==> src/rtl/car_sensor_pkg.sv <==
// Shared definitions for the country-road sensor path and traffic_controller.
//   light_t    : country-road light encoding carried on cntry
//   cs_state_t : sensor conditioner FSM state encoding
package car_sensor_pkg;

  typedef enum logic [1:0] {
    RED    = 2'd0,
    YELLOW = 2'd1,
    GREEN  = 2'd2
  } light_t;

  typedef enum logic [1:0] {
    IDLE    = 2'd0,
    WAITING = 2'd1,
    SERVING = 2'd2,
    FAULT   = 2'd3
  } cs_state_t;

endpackage

==> src/rtl/car_sensor_conditioner_debounce.sv <==
// sensor_debounce: two-flop synchronizer followed by a consecutive-sample
// debouncer for the raw loop detector.
//   clock : rising-edge clock
//   clear : synchronous active-high reset
//   raw   : asynchronous, possibly bouncing detector input
//   level : debounced level; flips after DEBOUNCE_CYCLES consecutive
//           synchronized samples that disagree with it
module sensor_debounce #(
  parameter int DEBOUNCE_CYCLES = 4
) (
  input  logic clock,
  input  logic clear,
  input  logic raw,
  output logic level
);

  localparam logic [3:0] CntLast = 4'(DEBOUNCE_CYCLES - 1);

  logic       sync_p0;
  logic       sync_p1;
  logic [3:0] cnt;

  always_ff @(posedge clock) begin
    if (clear) begin
      sync_p0 <= 1'b0;
      sync_p1 <= 1'b0;
      cnt     <= 4'd0;
      level   <= 1'b0;
    end else begin
      // stage p0 -> p1: metastability synchronizer
      sync_p0 <= raw;
      sync_p1 <= sync_p0;
      // stage p1 -> level: any agreement restarts the run of disagreeing samples
      if (sync_p1 != level) begin
        if (cnt == CntLast) begin
          level <= sync_p1;
          cnt   <= 4'd0;
        end else begin
          cnt <= cnt + 4'd1;
        end
      end else begin
        cnt <= 4'd0;
      end
    end
  end

endmodule

==> src/rtl/car_sensor_conditioner.sv <==
// car_sensor_conditioner: turns the raw country-road loop detector into a
// car-waiting request for traffic_controller, with a queued-car count and a
// sticky stuck-sensor fault.
//   clock        : rising-edge clock
//   clear        : synchronous active-high reset
//   loop_raw     : raw loop detector, asynchronous
//   cntry        : country-road light state (2'b11 treated as not green)
//   X            : registered car-waiting request
//   car_count    : registered count of queued cars, 0..15
//   sensor_fault : registered sticky stuck-sensor flag
module car_sensor_conditioner
  import car_sensor_pkg::*;
#(
  parameter int DEBOUNCE_CYCLES = 4,
  parameter int STUCK_CYCLES    = 64
) (
  input  logic       clock,
  input  logic       clear,
  input  logic       loop_raw,
  input  logic [1:0] cntry,
  output logic       X,
  output logic [3:0] car_count,
  output logic       sensor_fault
);

  localparam logic [7:0] StuckLast = 8'(STUCK_CYCLES - 1);

  function automatic logic [3:0] sat_inc(input logic [3:0] v);
    return (v == 4'd15) ? v : v + 4'd1;
  endfunction

  function automatic logic [3:0] sat_dec(input logic [3:0] v);
    return (v == 4'd0) ? v : v - 4'd1;
  endfunction

  logic       level_p0;
  logic       level_p1;
  logic       green;
  logic       rise;
  logic       fall;
  logic [7:0] stuck_cnt;
  logic       stuck_hit;
  cs_state_t  state;
  cs_state_t  state_next;
  logic [3:0] count_next;
  logic       x_next;

  sensor_debounce #(
    .DEBOUNCE_CYCLES(DEBOUNCE_CYCLES)
  ) u_debounce (
    .clock (clock),
    .clear (clear),
    .raw   (loop_raw),
    .level (level_p0)
  );

  assign green     = (cntry == GREEN);
  assign rise      = level_p0 & ~level_p1;
  assign fall      = ~level_p0 & level_p1;
  // Fires on the STUCK_CYCLES-th consecutive debounced-high green edge.
  assign stuck_hit = level_p0 && green && (stuck_cnt == StuckLast);

  always_comb begin
    state_next = state;
    count_next = car_count;
    x_next     = 1'b0;

    // The count freezes once a fault is declared, including on the declaring edge.
    if ((state != FAULT) && !stuck_hit) begin
      if (rise) begin
        count_next = sat_inc(car_count);
      end else if (fall && green) begin
        count_next = sat_dec(car_count);
      end
    end

    if ((state == FAULT) || stuck_hit) begin
      state_next = FAULT;
    end else if (green) begin
      state_next = SERVING;
    end else if (count_next != 4'd0) begin
      state_next = WAITING;
    end else begin
      state_next = IDLE;
    end

    // X is registered, so it is decoded from the next state and count.
    case (state_next)
      WAITING, FAULT: x_next = 1'b1;
      SERVING:        x_next = (count_next != 4'd0);
      default:        x_next = 1'b0;
    endcase
  end

  always_ff @(posedge clock) begin
    if (clear) begin
      state        <= IDLE;
      car_count    <= 4'd0;
      X            <= 1'b0;
      sensor_fault <= 1'b0;
      stuck_cnt    <= 8'd0;
      level_p1     <= 1'b0;
    end else begin
      // stage p0 -> p1: edge detect, FSM and output registers
      level_p1  <= level_p0;
      state     <= state_next;
      car_count <= count_next;
      X         <= x_next;
      if (stuck_hit) begin
        sensor_fault <= 1'b1;
      end
      if (level_p0 && green) begin
        if (stuck_cnt != StuckLast) begin
          stuck_cnt <= stuck_cnt + 8'd1;
        end
      end else begin
        stuck_cnt <= 8'd0;
      end
    end
  end

endmodule

==> config.mk <==
export PLATFORM = sky130hd
export DESIGN_NAME = car_sensor_conditioner
export DESIGN_NICKNAME = d
export VERILOG_FILES = /design/src/rtl/car_sensor_pkg.sv /design/src/rtl/car_sensor_conditioner_debounce.sv /design/src/rtl/car_sensor_conditioner.sv
export SDC_FILE = /design/constraint.sdc
export NUM_CORES = 1
export LEC_CHECK = 0
export ABC_AREA = 1
export BUFFER_PORTS_ARGS = -buffer_cell sky130_fd_sc_hd__clkbuf_2
export CAP_MARGIN = 15
export CORE_AREA = 2 2 64 78
export CTS_CLUSTER_SIZE = 40
export DETAILED_ROUTE_END_ITERATION = 7
export DIE_AREA = 0 0 66 80
export PLACE_DENSITY = 0.52
export SYNTH_ARGS = -nofsm -noshare
export SYNTH_HDL_FRONTEND = slang
export SYNTH_HIERARCHICAL = 1
export SYNTH_SLANG_ARGS = --single-unit
==> constraint.sdc <==
create_clock -name clock -period 2.15 [get_ports clock]
set_clock_uncertainty 0.2 [all_clocks]
set_input_delay 0.1075 -clock clock [delete_from_list [all_inputs] [get_ports clock]]
set_output_delay 0.1075 -clock clock [all_outputs]
set_load 0.005 [all_outputs]
==> metrics.cfg <==
[setup_path]
rr_startpoint = car_count[0]
worstRegToRegCells = 12
worst-path-stages = 12
slowest_stage = dfxtp_1
path_buf_inv = 1
cp_max_fo = 6
end_kind = flip-flop
required_ns = 2.11
startpoint_type = flip-flop
path_cells = inv_1, ha_1, nand2_1, nand2_1, nand3_1, nand3_1, nand2_1, nand2_1, nor2_1, nand2_2, nand2_2, a21oi_2
cpMostUsedCell = nand2_1
r2r_slack_ns = 0.29
path_delay_family = simple AND/OR/NAND/NOR gates
crit_path_max_incr_delay_ns = 0.45
path_class = flip-flop to flip-flop
cp.arrival_ns = 1.82
r2r-end = state[0]

[detailed_routing]
routedWlPerCell_um = 9.33
via_per_inst = 4.21
ant_nets = 0
drt-pass1-iter-count = 4
dr_total_vias = 1044
drt-total-wl_um = 2310
drcViolationCount = 0
first_iter_violations = 52

[grt]
grt_pass1_vias = 981
antenna_found_initial = 0
grt_use_total = 0.101
grt_overflow = 0
grt_first_pass_wirelength_um = 4240
grt_start_max_net_pins = 14

[clocking]
cts_root_buf = clkbuf_8
cts_tree = yes
numClockSinks = 24
cts.clk_slew.worst_paths_ns = 0.08
ctsResizeCount = 0
cts_made_buffers = 3
post_cts_buffers = 0
clockBufferDepth = 2
clkLatencyLatePin_ns = 0.26
htreeDepth = 1

[synthesis]
syn_nets = 182
syn_area_um2 = 1300
yosys_warnings = 6
synth_cells = 173
synth_cell_types = 26
syn_avg_cell_area_um2 = 7.51
synth-seq-area-share = 0.370
synth_top_area_cell = dfxtp_1
ys_ff_latch = 24
synth_area_leaders = dfxtp_1 37%, nand2_1 8.4%, nor2_1 6.4%
yosys.area.top_type_share = 0.370

[worst_hold_path]
hp-class = input port to flip-flop
holdPathStages = 2
holdPathEnd = sensor_fault
hp-start = clear

[cells_and_area]
fin_area_um2 = 1510
layout_common_cells = 29 x nand2_1, 24 x dfxtp_1, 22 x nor2_1
synthToLayoutAreaGrowth_pct = 15.9
layout.nets = 200
layout-drive-gt1-share = 0.263
final_common_cell = nand2_1
antenna_cells = 0

[placement]
port_buffers = 10
dpl-instance-area_um2 = 1410
gp_congestion = 0.840
dp_hpwl_um = 1830

[sta]
fmax_ghz = 0.538
final.min_clock_period_ns = 1.86
rsz0062_at_grt = false
max_slew_margin = 0.742
slew_viol_final = 0
tightest_slew_ns = 0.386
hold_violations = 0
fin_tns_setup_ns = 0
min_period_over_period = 0.864
setup_viol = 0

[floorplan]
rows = 27
start_util = 0.287
core_area_um2 = 4530
dieArea_um2 = 5280
die_w_um = 66
die_h_um = 80
io_pins = 11

[run_status]
outcome = completed

[run]
drv_cap = 0

[power_and_ir_drop]
powerDensity_nw_per_um2 = 575
p_leak_nw = 0.693
ir_worst_vdd_mv = 0.318

## power breakdown
part | switching, mW | internal, mW
combinational | 0.0566 | 0.0425
sequential | 0.00974 | 0.457
clock | 0.137 | 0.163
total | 0.204 | 0.663
## stage by stage
step | hold slack [ns] | total power [mW] | util | std cells | setup WS [ns]
finish | 0.00514 | 0.866 | 0.333 | 248 | 0.292
global route | 0.0136 | 0.920 | 0.333 | 248 | 0.111
global placement | 0.116 | 0.572 | 0.311 | 240 | 0.296
floorplan | -0.0234 | 0.546 | - | 173 | 0.475
CTS | 0.0170 | 0.883 | 0.333 | 248 | 0.269
detailed placement | 0.127 | 0.572 | 0.311 | 240 | 0.288
## worst reg2reg max path, delay by kind of cell (launching register included)
kind	cells	cell delay (ns)
AND/OR/NAND/NOR	9	0.68
flip-flops	1	0.45
adder cells (fa/ha/maj)	1	0.26
buffers and inverters	1	0.13
AO/OA/AOI/OAI	1	0.05
## cell usage after synthesis (all sizes together)
cell type	n
a21oi	9
a31oi	2
buf	1
clkinv	1
dfxtp	24
ha	4
inv	27
nand2	40
nand3	14
nand3b	1
nand4	3
nor2	34
o21ai	6
xnor2	5
xor2	2
## repair_timing
action / in CTS / in global routing
endpoints found under the setup margin: 0 / 0
hold endpoints to repair: 5 / 0
hold buffers: 4 / 0
## final cells by class
cell class	count	area, µm²
Timing Repair Buffer	14	90.1
Fill cell	512	3020
Tap cell	58	72.6
Multi-Input combinational cell	120	698
Clock buffer	4	55.1
Sequential cell	24	480
Inverter	28	109
## worst max-delay path by stage
stage                            start        to
after global routing      car_count[0]  state[0]
after global placement    car_count[0]  state[0]
after detailed placement  car_count[0]  state[0]
after floorplan           car_count[0]  state[0]
final                     car_count[0]  state[0]
after CTS                 car_count[0]  state[0]
## logic make-up (layout without fill, tap and decap cells)
family | count (synthesis) | after routing | synth area share
AO/OA/AOI/OAI | 17 | 17 | 0.0751
adder cells (fa/ha/maj) | 4 | 4 | 0.0385
flip-flops | 24 | 24 | 0.370
buffers and inverters | 29 | 46 | 0.0925
AND/OR/NAND/NOR | 92 | 92 | 0.377
XOR/XNOR | 7 | 7 | 0.0472
## registers in the layout (all words and copies together), names as in the netlist
name / count
level_p1: 1
X: 1
u_debounce/cnt: 4
u_debounce/level: 1
state: 2
u_debounce/sync_p1: 1
u_debounce/sync_p0: 1
stuck_cnt: 8
sensor_fault: 1
car_count: 4
## metal layers
layer | global-route usage | up-vias | wire length, µm
li1 | - | 571 | -
met3 | 0.0212 | 2 | 41
met2 | 0.176 | 5 | 1120
met4 | 0.0306 | 0 | 18
met1 | 0.123 | 466 | 1130
met5 | 0 | - | 0
No activity file was read; power rests on OpenSTA's default activity.
